[src/rtl/pipeline_hazard_controller.sv]
// Purpose: hazard sequencer for a 5-stage pipeline. It tracks the EX/MEM/WB destinations and derives
//          stall, flush, bubble and freeze controls plus registered EX forwarding selects.
// Latency: control outputs are combinational in the current cycle; fwd selects, pipe_state and
//          stall_cycles update on the same edge that moves the ID instruction into EX.
// Backpressure: mem_ready low on a MEM memory op freezes the whole pipeline and holds all tracked state.
// Ports: clk/reset_n (async active-low); id_* describe the ID-stage instruction; branch_taken_ex and
//        mem_ready are the EX and MEM status inputs; the outputs drive the PC write enable, the IF/ID
//        and ID/EX registers and the EX operand muxes.
module pipeline_hazard_controller #(
   parameter int         CNT_WIDTH = 16,
   parameter logic [3:0] PC_REG    = 4'd15
) (
   input  logic                 clk,
   input  logic                 reset_n,
   input  logic                 id_valid,
   input  logic [3:0]           id_rn,
   input  logic [3:0]           id_rm,
   input  logic                 id_uses_rn,
   input  logic                 id_uses_rm,
   input  logic [3:0]           id_rd,
   input  logic                 id_reg_write,
   input  logic                 id_mem_enable,
   input  logic                 id_mem_rw,
   input  logic                 branch_taken_ex,
   input  logic                 mem_ready,
   output logic                 pc_write_enable,
   output logic                 stall_if_id,
   output logic                 flush_if_id,
   output logic                 bubble_ex,
   output logic                 freeze,
   output logic [1:0]           fwd_a_sel,
   output logic [1:0]           fwd_b_sel,
   output logic [1:0]           pipe_state,
   output logic [CNT_WIDTH-1:0] stall_cycles
);

   typedef struct packed {
      logic       valid;
      logic [3:0] rd;
      logic       reg_write;
      logic       is_load;
      logic       is_mem;
   } sb_entry_t;

   typedef enum logic [1:0] {
      ST_RUN        = 2'b00,
      ST_LOAD_STALL = 2'b01,
      ST_MEM_WAIT   = 2'b10,
      ST_FLUSH      = 2'b11
   } state_t;

   sb_entry_t sb_ex, sb_mem, sb_wb;
   sb_entry_t ex_next;
   state_t    state_q, event_now;
   logic      ev_mem_wait, ev_flush, ev_load_stall, load_use;
   logic [1:0] fwd_a_next, fwd_b_next;

   // Priority chain: a stalled memory access beats a branch, which beats a load-use stall.
   assign ev_mem_wait   = sb_mem.valid & sb_mem.is_mem & ~mem_ready;
   assign ev_flush      = ~ev_mem_wait & branch_taken_ex & sb_ex.valid;
   assign load_use      = (id_uses_rn & (id_rn == sb_ex.rd)) | (id_uses_rm & (id_rm == sb_ex.rd));
   assign ev_load_stall = ~ev_mem_wait & ~ev_flush & sb_ex.valid & sb_ex.is_load &
                          sb_ex.reg_write & id_valid & load_use;

   always_comb begin
      event_now = ST_RUN;
      if (ev_mem_wait)        event_now = ST_MEM_WAIT;
      else if (ev_flush)      event_now = ST_FLUSH;
      else if (ev_load_stall) event_now = ST_LOAD_STALL;
   end

   assign freeze          = ev_mem_wait;
   assign stall_if_id     = ev_mem_wait | ev_load_stall;
   assign pc_write_enable = ~(ev_mem_wait | ev_load_stall);
   assign flush_if_id     = ev_flush;
   assign bubble_ex       = ev_flush | ev_load_stall;

   // Forward select for one source of the instruction entering EX. A load still in EX cannot
   // forward (its data is not ready); the stall guarantees it is in MEM by the time it is needed.
   function automatic logic [1:0] fwd_sel(input logic [3:0] src, input logic used,
                                          input sb_entry_t ex_e, input sb_entry_t mem_e);
      logic [1:0] sel;
      sel = 2'b00;
      if (used && src != PC_REG) begin
         if (ex_e.valid && ex_e.reg_write && ex_e.rd == src && !ex_e.is_load)
            sel = 2'b01;
         else if (mem_e.valid && mem_e.reg_write && mem_e.rd == src)
            sel = 2'b10;
      end
      return sel;
   endfunction

   always_comb begin
      ex_next    = '{valid: id_valid, rd: id_rd, reg_write: id_reg_write,
                     is_load: id_mem_enable & ~id_mem_rw, is_mem: id_mem_enable};
      fwd_a_next = fwd_sel(id_rn, id_uses_rn, sb_ex, sb_mem);
      fwd_b_next = fwd_sel(id_rm, id_uses_rm, sb_ex, sb_mem);
      if (bubble_ex) begin
         ex_next    = '0;
         fwd_a_next = 2'b00;
         fwd_b_next = 2'b00;
      end
   end

   always_ff @(posedge clk or negedge reset_n) begin
      if (!reset_n) begin
         sb_ex        <= '0;
         sb_mem       <= '0;
         sb_wb        <= '0;
         fwd_a_sel    <= 2'b00;
         fwd_b_sel    <= 2'b00;
         state_q      <= ST_RUN;
         stall_cycles <= '0;
      end else begin
         state_q <= event_now;
         if (event_now != ST_RUN && stall_cycles != {CNT_WIDTH{1'b1}})
            stall_cycles <= stall_cycles + 1'b1;
         if (!freeze) begin
            sb_wb     <= sb_mem;
            sb_mem    <= sb_ex;
            sb_ex     <= ex_next;
            fwd_a_sel <= fwd_a_next;
            fwd_b_sel <= fwd_b_next;
         end
      end
   end

   assign pipe_state = state_q;

endmodule

[config.mk]
export PLATFORM = sky130hd
export DESIGN_NAME = pipeline_hazard_controller
export DESIGN_NICKNAME = d
export VERILOG_FILES = /design/src/rtl/pipeline_hazard_controller.sv
export SDC_FILE = /design/constraint.sdc
export NUM_CORES = 1
export LEC_CHECK = 0
export BUFFER_PORTS_ARGS = -buffer_cell sky130_fd_sc_hd__buf_2
export CAP_MARGIN = 20
export CORE_ASPECT_RATIO = 1.2
export CORE_MARGIN = 4
export CORE_UTILIZATION = 40
export CTS_CLUSTER_SIZE = 14
export DETAILED_ROUTE_END_ITERATION = 10
export PLACE_DENSITY = 0.69
export SLEW_MARGIN = 20
export SYNTH_ARGS = -nofsm -noshare
export SYNTH_HDL_FRONTEND = slang
export SYNTH_SLANG_ARGS = --single-unit
[constraint.sdc]
create_clock -name clk -period 3.76 [get_ports clk]
set_clock_uncertainty 0.05 [all_clocks]
set_input_delay 0 -clock clk [delete_from_list [all_inputs] [get_ports clk]]
set_output_delay 0 -clock clk [all_outputs]
set_load 0.01 [all_outputs]
* Word level (Yosys, flattened, before mapping) *
Index checks and enable logic that the tools add are counted.

storage, ports and cells
  flip-flop bits (word level) = 37
  latch bits = 0
  memory bits (writable) = 0
  bits in read-only memories = 0
  input port bits = 22
  output and inout port bits = 27
  word-level logic and storage cells = 69
  memories = 0

cells by class
  add/subtract/negate cells = 1
  multiply operators = 0
  div/mod/pow operators = 0
  order comparisons = 0
  eq/ne operators = 9
  shift operators = 0
  mux-type cells = 12
  bitwise operators = 21
  reductions and logical operators = 13

operators by type and width
  kind                                                              count
  4-bit == test                                                     6
  2-bit 2-to-1 mux                                                  10
  16-bit by 1-bit adder with 16-bit output (second input constant)  1
  16-bit inequality test (second input constant)                    1
  1-bit bitwise AND                                                 13
  1-bit logical AND                                                 11
  8-bit 2-to-1 mux                                                  1
  4-bit inequality test (second input constant)                     2
  1-bit NOT                                                         5
  1-bit bitwise OR                                                  3
  2-bit nonzero test                                                1
  1-bit logical NOT                                                 1
  1-bit 2-to-1 mux                                                  1

* Longest topological paths before layout *
Gate-level depths: netlist (run 1).

  word-level depth = 17
  mapped depth = 8
  mapped depth without buffers = 7

* Least setup slack after synthesis (run 1) *
OpenSTA, ideal clock, no wires.

  kind = reg-to-reg
  start = register stall_cycles[0]
  end = register stall_cycles[11]
  setup time = 126 ps
  arrival = 1815 ps
  required time = 3584 ps
  path slack = 1769 ps
  cell stages (with the launch flop) = 9
  buffers on the path = 1
  period minus slack after synthesis = 1991 ps
  path through = dfrtp_1 -> ha_1 -> nand3_1 -> or2_1 -> or3_1 -> clkbuf_1 -> nand4_1 -> nor2_1 -> xor2_1

between the ends
  word-level cells in the longest chain between the ends = 2
  elaborated cells on any way between the ends = 3
  classes of those cells = 1 x add/sub; 1 x eq/ne; 1 x reduce/logical

RTL lines
  what                                                                              RTL line  text
  from (decl)                                                                       34        output logic [CNT_WIDTH-1:0] stall_cycles
  from (signal assigned)                                                            117       stall_cycles <= stall_cycles + 1'b1;
  branches (longest 2 deep; another with 16-bit by 1-bit adder with 16-bit output)  --

Parallel ways; which one is timed is not known.
A chain may end at the register's enable or synchronous reset.

* Final worst setup path (run 1) *
  start = register sb_mem[7] (netlist bit)
  end = register sb_ex[1] (netlist bit)

between the ends
  word-level cells in the longest chain between the ends = 14

RTL lines
  what                                RTL line  text
  from (decl)                         52        sb_entry_t sb_ex, sb_mem, sb_wb;
  from (signal assigned)              108       sb_mem <= '0;
  from (signal assigned)              120       sb_mem <= sb_ex;
  1-bit bitwise AND (*) (2 in a row)  59        assign ev_mem_wait = sb_mem.valid & sb_mem.is_mem & ~mem_ready;
  1-bit NOT                           60, 62
  1-bit bitwise AND (2 in a row)      60        assign ev_flush = ~ev_mem_wait & branch_taken_ex & sb_ex.valid;
  1-bit NOT                           62        assign ev_load_stall = ~ev_mem_wait & ~ev_flush & sb_ex.valid & sb_ex.is_load &
  1-bit bitwise AND (4 in a row)      62
  1-bit bitwise AND (2 in a row)      63        sb_ex.reg_write & id_valid & load_use;
  1-bit bitwise OR                    76        assign bubble_ex = ev_flush | ev_load_stall;
  8-bit 2-to-1 mux                    98        if (bubble_ex) begin
  to (signal assigned)                121       sb_ex <= ex_next;
  to (decl)                           52

Every way passes the cells marked *; elsewhere a longest branch is shown, timed or not.

==> out/metrics.yaml, run 1 <==
status:
  status: "complete, no violations"
synth:
  syn-cell-area_mm2: 0.001868
  synth.net_count: 207
  yosys_warnings: 0
  synth-seq-area-share_pct: 49.56
  syn_inst: 184
  synth.distinct_cells: 36
  synth_seq_cells: 37
  avgSynthCellArea_um2: 10.15
routing:
  dr.first_iter.drc_count: 135
  drt_wl_total_mm: 4.390
  ant_nets: 0
  vias: 1569
  remaining_drc_errors: 0
  wl_per_cell_um: 14.54
  first_pass_iters: 4
  vias_per_cell: 5.195
global_route:
  track_usage_pct: 16.13
  overflow: 0
  grt_pass1_wl_mm: 7.638
  grt_max_degree: 38
  grt_pass1_vias: 1564
  antenna_found_initial: 0
setup_path:
  worstSetupPathType: "flop to flop"
  crit_fanout: 13
  critPathArrivalTime_ps: 2560
  worstSetupEndpointType: "flop"
  worst_ep_required_time_ps: 3950
  cp-start-kind: "flop"
clocking:
  cts.htree.levels: 2
  path_clk_slew_ps: 80
  cts_tree: "done"
  clock_path_buffers: 2
  insertion_delay_ps: 300
  cts_root_buffer: "clkbuf_8"
  postCtsSetupRepairBufs: 0
  cts_buffers: 5
  cts_sinks: 37
sta:
  min_period_over_period_pct: 63.02
  hold_viol_final: 0
  max_freq_mhz: 422.0
  drv_slew: 0
  setup_viol: 0
  maxSlewHeadroom_pct: 46.32
  worstMarginPinSlew_ps: 805.3
  fin_crit_ps: 2370
  setup_tns_ps: 0
  rsz0062_at_grt: "false"
finish:
  final_common_cell: "buf_2"
  syn_to_final_growth_pct: 25.85
  fillers: 437
  nets: 268
  fin_util_pct: 53.53
  diodes: 0
  layout_common_cells: "buf_2, dfrtp_1, nand2_1"
  drive_gt1_share_pct: 26.83
placement:
  dp_hpwl_mm: 3.099
  numPortBuffers: 48
  routabilityCongestion: 0.8275
power_and_ir_drop:
  max-vdd-ir-drop_uv: 339.9
  power_w: 0.001068
  p_per_area_mw_per_mm2: 454.4
  power.leakage_nw: 1.160
floorplanning:
  die-area_mm2: 0.005832
  fp.dieH_um: 82.86
  ios: 49
  rows: 26
  die-width_um: 70.39
  initial_core_util_pct: 42.54
  core_mm2: 0.004392
flow_run:
  cap_violations: 0
min_path:
  hold_path_class: "primary input to flop"
[critical path, stage by stage (launching register included)]
cell	delay, ps
dfrtp_1	340
nand3b_1	320
nand2_1	210
nor3_2	80
nor3_2	460
nand2_1	140
o21ai_1	150
dlygate4sd3_1	560
[stage by stage]
stage | setup slack (ps) | instances | cell area (um^2) | hold WS (ps)
2_1_floorplan | 1769 | 184 | 1868 | -345.6
3_3_place_gp | 1503 | 282 | 2145 | 85.57
3_5_place_dp | 1482 | 282 | 2145 | 88.74
4_1_cts | 1390 | 302 | 2351 | 45.72
5_1_grt | 1194 | 302 | 2351 | 88.43
6_report | 1390 | 302 | 2351 | 56.16
[path summary, 6_finish.rpt]
| check | end | slack [ps] | cells after the start | startpoint |
|---|---|---|---|---|
| max | sb_ex[1]$_DFFE_PN0N_ | 1390 | 7 | sb_mem[7]$_DFFE_PN0N_ |
| max in group asynchronous | sb_ex[6]$_DFFE_PN0N_ | 2870 | 2 | reset_n |
| min in group asynchronous | pipe_state[0]$_DFF_PN0_ | 270 | 2 | reset_n |
| min reg2reg | sb_mem[0]$_DFFE_PN0N_ | 390 | 2 | sb_ex[0]$_DFFE_PN0N_ |
| min | pipe_state[0]$_DFF_PN0_ | 60 | 3 | branch_taken_ex |
| max reg2reg | sb_ex[1]$_DFFE_PN0N_ | 1390 | 7 | sb_mem[7]$_DFFE_PN0N_ |
[sequential cells by signal (all words and copies together) (netlist names)]
signal,flops
sb_ex,8
fwd_a_sel,2
fwd_b_sel,2
pipe_state,2
stall_cycles,16
sb_mem,7
[cells by family after synthesis]
logic type	after synthesis	share of synthesized area [%]
xor+xnor	25	11.72
buf+inv	10	2.612
flops	37	49.56
compound gates	19	6.832
mux	4	2.612
fa+ha+maj	1	0.6697
simple gates	88	25.99
[power by group]
group	total, W	leakage (nW)	switching [W]	internal (W)
combinational	0.000260	0.639	0.000134	0.000126
clock	0.000283	0.0439	0.000155	0.000128
sequential	0.000525	0.478	0.0000675	0.000458
total	0.00107	1.16	0.000356	0.000712
[layer usage]
layer,GRT usage (%),vias to the layer above,part of all wire [%]
met5,0,-,0
met4,6.098,0,1.5
met3,3.865,6,6.4
met2,25.38,58,47
met1,21.31,734,45
li1,-,771,-
[cells in the mapped netlist]
master	count	area, um^2
nand3_1	9	45.04
a41oi_1	1	8.760
buf_6	1	11.26
nand4_2	3	37.54
nor3_1	3	15.01
nor4_1	4	25.02
o21ai_1	2	10.01
nor3_2	2	20.02
mux2_2	2	22.52
xor2_1	5	43.79
a21oi_1	2	10.01
nand3b_1	1	7.510
nand2b_1	2	12.51
dfrtp_1	37	925.9
nand4_1	11	68.82
mux2_4	1	15.01
inv_1	4	15.01
and3_1	7	43.79
and4_1	2	17.52
a22o_1	7	61.31
o21ai_0	5	25.02
or3_1	2	12.51
or2_1	1	6.260
ha_1	1	12.51
mux2_1	1	11.26
and2_1	1	6.260
or2_2	1	6.260
nand2_1	30	112.6
a31oi_1	2	12.51
nor2_1	5	18.77
xnor2_1	20	175.2
nor2b_1	2	12.51
and2_4	1	8.760
buf_4	1	7.510
clkbuf_1	4	15.01
nand4b_1	1	8.760
[area by class of cell]
type / instances / area [um^2] / area share (%)
clock buffer: 5 / 68.82 / 2.927
timing repair buffer: 60 / 360.3 / 15.33
clock inverter: 3 / 17.52 / 0.7451
tap: 56 / 70.07 / 2.980
inverter: 4 / 15.01 / 0.6386
sequential: 37 / 925.9 / 39.38
multi-input combinational: 137 / 893.4 / 38.00
[timing repair]
action,in CTS,in global routing
gates resized for setup,0,0
endpoints found under the hold margin,47,0
hold buffers,12,0
Note: power is estimated with default switching activity, not from simulation.
==> inputs of run 2 (changes only) <==
==> constraint.sdc (replaced) <==
create_clock -name clk -period 2.2 [get_ports clk]
set_clock_uncertainty 0.05 [all_clocks]
set_input_delay 0 -clock clk [delete_from_list [all_inputs] [get_ports clk]]
set_output_delay 0 -clock clk [all_outputs]
set_load 0.01 [all_outputs]
==> out/metrics.yaml, run 2 (synthesized netlist as in run 1, its figures left out) <==
sta:
  fin_hold_ws_ps: 48.02  # was 56.16 ps
  setup_tns_ps: 0  # unchanged
  maxSlewHeadroom_pct: 45.65  # was 46.32%
  setup_slack_ps: 109.4  # was 1390 ps
  worstMarginPinSlew_ps: 815.3  # was 805.3 ps
  hold_viol_final: 0  # unchanged
  drv_slew: 0  # unchanged
  max_freq_mhz: 478.3  # was 422.0 MHz
  setup_viol: 0  # unchanged
  min_period_over_period_pct: 95.03  # was 63.02%
  rsz0062_at_grt: "false"  # unchanged
  fin_crit_ps: 2091  # was 2370 ps
finish:
  largest_register: "stall_cycles"  # unchanged
  drive_gt1_share_pct: 29.64  # was 26.83%
  layout_common_cells: "buf_2, dfrtp_1, nand2_1"  # unchanged
  nets: 275  # was 268
  largest_registers: "stall_cycles x16, sb_ex x8, sb_mem x7"  # unchanged
  syn_to_final_growth_pct: 29.60  # was 25.85%
  diodes: 0  # unchanged
  largest_reg_flops: 16  # unchanged
  final_common_cell: "buf_2"  # unchanged
setup_path:
  cpLargestDelayFamily: "simple AND/OR/NAND/NOR gates"  # unchanged
  slowest_delay_ps: 430  # was 560 ps
  critPathArrivalTime_ps: 2220  # was 2560 ps
  worstSetupPathType: "flop to flop"  # unchanged
  worstSetupEndpointType: "flop"  # unchanged
  cp-start-kind: "flop"  # unchanged
  path_cells: "ha_1 -> nand3_1 -> or2_1 -> or3_1 -> buf_4 -> nand4_1 -> nor2_1 -> xor2_1"  # was nand3b_1 -> nand2_1 -> nor3_2 -> nor3_2 -> nand2_1 -> o21ai_1 -> dlygate4sd3_1
  cp_slowest_cell: "dfrtp_1"  # was dlygate4sd3_1
  path_buf_inv: 1  # unchanged
  crit_fanout: 10  # was 13
  worst_ep_required_time_ps: 2330  # was 3950 ps
routing:
  remaining_drc_errors: 0  # unchanged
  wl_per_cell_um: 14.12  # was 14.54 um
  vias_per_cell: 5.204  # was 5.195
  vias: 1608  # was 1569
  ant_nets: 0  # unchanged
  first_pass_iters: 4  # unchanged
  dr.first_iter.drc_count: 97  # was 135
  drt_wl_total_mm: 4.363  # was 4.390 mm
flow_run:
  cap_violations: 0  # unchanged
floorplanning:
  die-width_um: 70.39  # unchanged
  core_mm2: 0.004392  # unchanged
  die-area_mm2: 0.005832  # unchanged
  initial_core_util_pct: 42.54  # unchanged
  ios: 49  # unchanged
  fp.dieH_um: 82.86  # unchanged
  rows: 26  # unchanged
power_and_ir_drop:
  power.leakage_nw: 1.203  # was 1.160 nW
  max-vdd-ir-drop_uv: 689.5  # was 339.9 uV
  p_per_area_mw_per_mm2: 779.9  # was 454.4 mW/mm^2
  power_w: 0.001888  # was 0.001068 W
placement:
  numPortBuffers: 48  # unchanged
  dp_hpwl_mm: 3.256  # was 3.099 mm
  preCtsSetupSlack_ps: 134.7  # was 1482 ps
  routabilityCongestion: 0.8438  # was 0.8275
global_route:
  grt_pass1_wl_mm: 7.596  # was 7.638 mm
  overflow: 0  # unchanged
  track_usage_pct: 15.89  # was 16.13%
  antenna_found_initial: 0  # unchanged
  grt_max_degree: 38  # unchanged
  grt_pass1_vias: 1660  # was 1564
clocking:
  cts.htree.levels: 2  # unchanged
  path_clk_slew_ps: 70  # was 80 ps
  insertion_delay_ps: 290  # was 300 ps
  cts_tree: "done"  # unchanged
  cts_buffers: 5  # unchanged
  cts_root_buffer: "clkbuf_8"  # unchanged
  clock_path_buffers: 2  # unchanged
  cts_sinks: 37  # unchanged
status:
  status: "complete, no violations"  # unchanged
min_path:
  hold_path_class: "primary input to flop"  # unchanged
[run 2: changes by cell type in the layout (fill, tap and decap cells not counted)]
cell,delta
clkinvlp_4,-1
buf_4,+8
or3_4,+1
dlygate4sd3_1,-1
clkbuf_8,+2
or3_1,-1
clkinv_2,-1
[run 2: metal layers]
metal  up-vias  wire length, um  track usage (%)
met5         -                0                0
met4         0               68            5.749
met3         8              294            4.831
met2        47             2087            25.89
met1       772             1912            19.68
li1        781                -                -
[run 2: where the power goes]
part	internal (W)	total, W	switching [W]
Sequential	0.000783	0.000900	0.000117
Combinational	0.000231	0.000469	0.000238
Clock	0.000283	0.000519	0.000236
Total	0.00130	0.00189	0.000591
[run 2: timing repair]
| action | in CTS | in global routing |
|---|---|---|
| setup endpoints to repair | 0 | 1 |
| gates resized for setup | 0 | 1 |
| setup buffers | 0 | 0 |
| endpoints found under the hold margin | 47 | 0 |
| hold buffers | 11 | 0 |
[run 2: area by class of cell]
cell class | instances | area [um^2]
tap | 56 | 70.07
inverter | 4 | 15.01
timing repair buffer | 67 | 410.4
clock buffer | 7 | 96.34
multi-input combinational | 137 | 898.4
clock inverter | 1 | 5.005
fill | 413 | 1971
sequential | 37 | 925.9
[run 2: through the flow]
step,std cells,util [%],area [um^2]
finish,309,55.13,2421
global route,309,55.13,2421
CTS,309,55.01,2416
detailed placement,290,50.20,2205
global placement,290,50.20,2205
floorplan,184,-,1868
[run 2: worst paths after layout]
| path | start | endpoint | slack [ps] | cells past startpoint |
|---|---|---|---|---|
| setup / recovery | stall_cycles[0]$_DFFE_PN0P_ | stall_cycles[11]$_DFFE_PN0P_ | 110 | 8 |
| hold / removal | id_rm[0] | fwd_b_sel[1]$_DFFE_PN0N_ | 50 | 4 |
| setup reg to reg | stall_cycles[0]$_DFFE_PN0P_ | stall_cycles[11]$_DFFE_PN0P_ | 110 | 8 |
| hold reg to reg | sb_ex[0]$_DFFE_PN0N_ | sb_mem[0]$_DFFE_PN0N_ | 410 | 2 |
| max in group asynchronous | reset_n | sb_ex[6]$_DFFE_PN0N_ | 1290 | 2 |
| min in group asynchronous | reset_n | pipe_state[0]$_DFF_PN0_ | 290 | 2 |
[run 2: worst min-delay path, stage by stage]
cell      delay [ps]
buf_2            120
xnor2_1           80
nand4b_1          80
o21ai_0           70
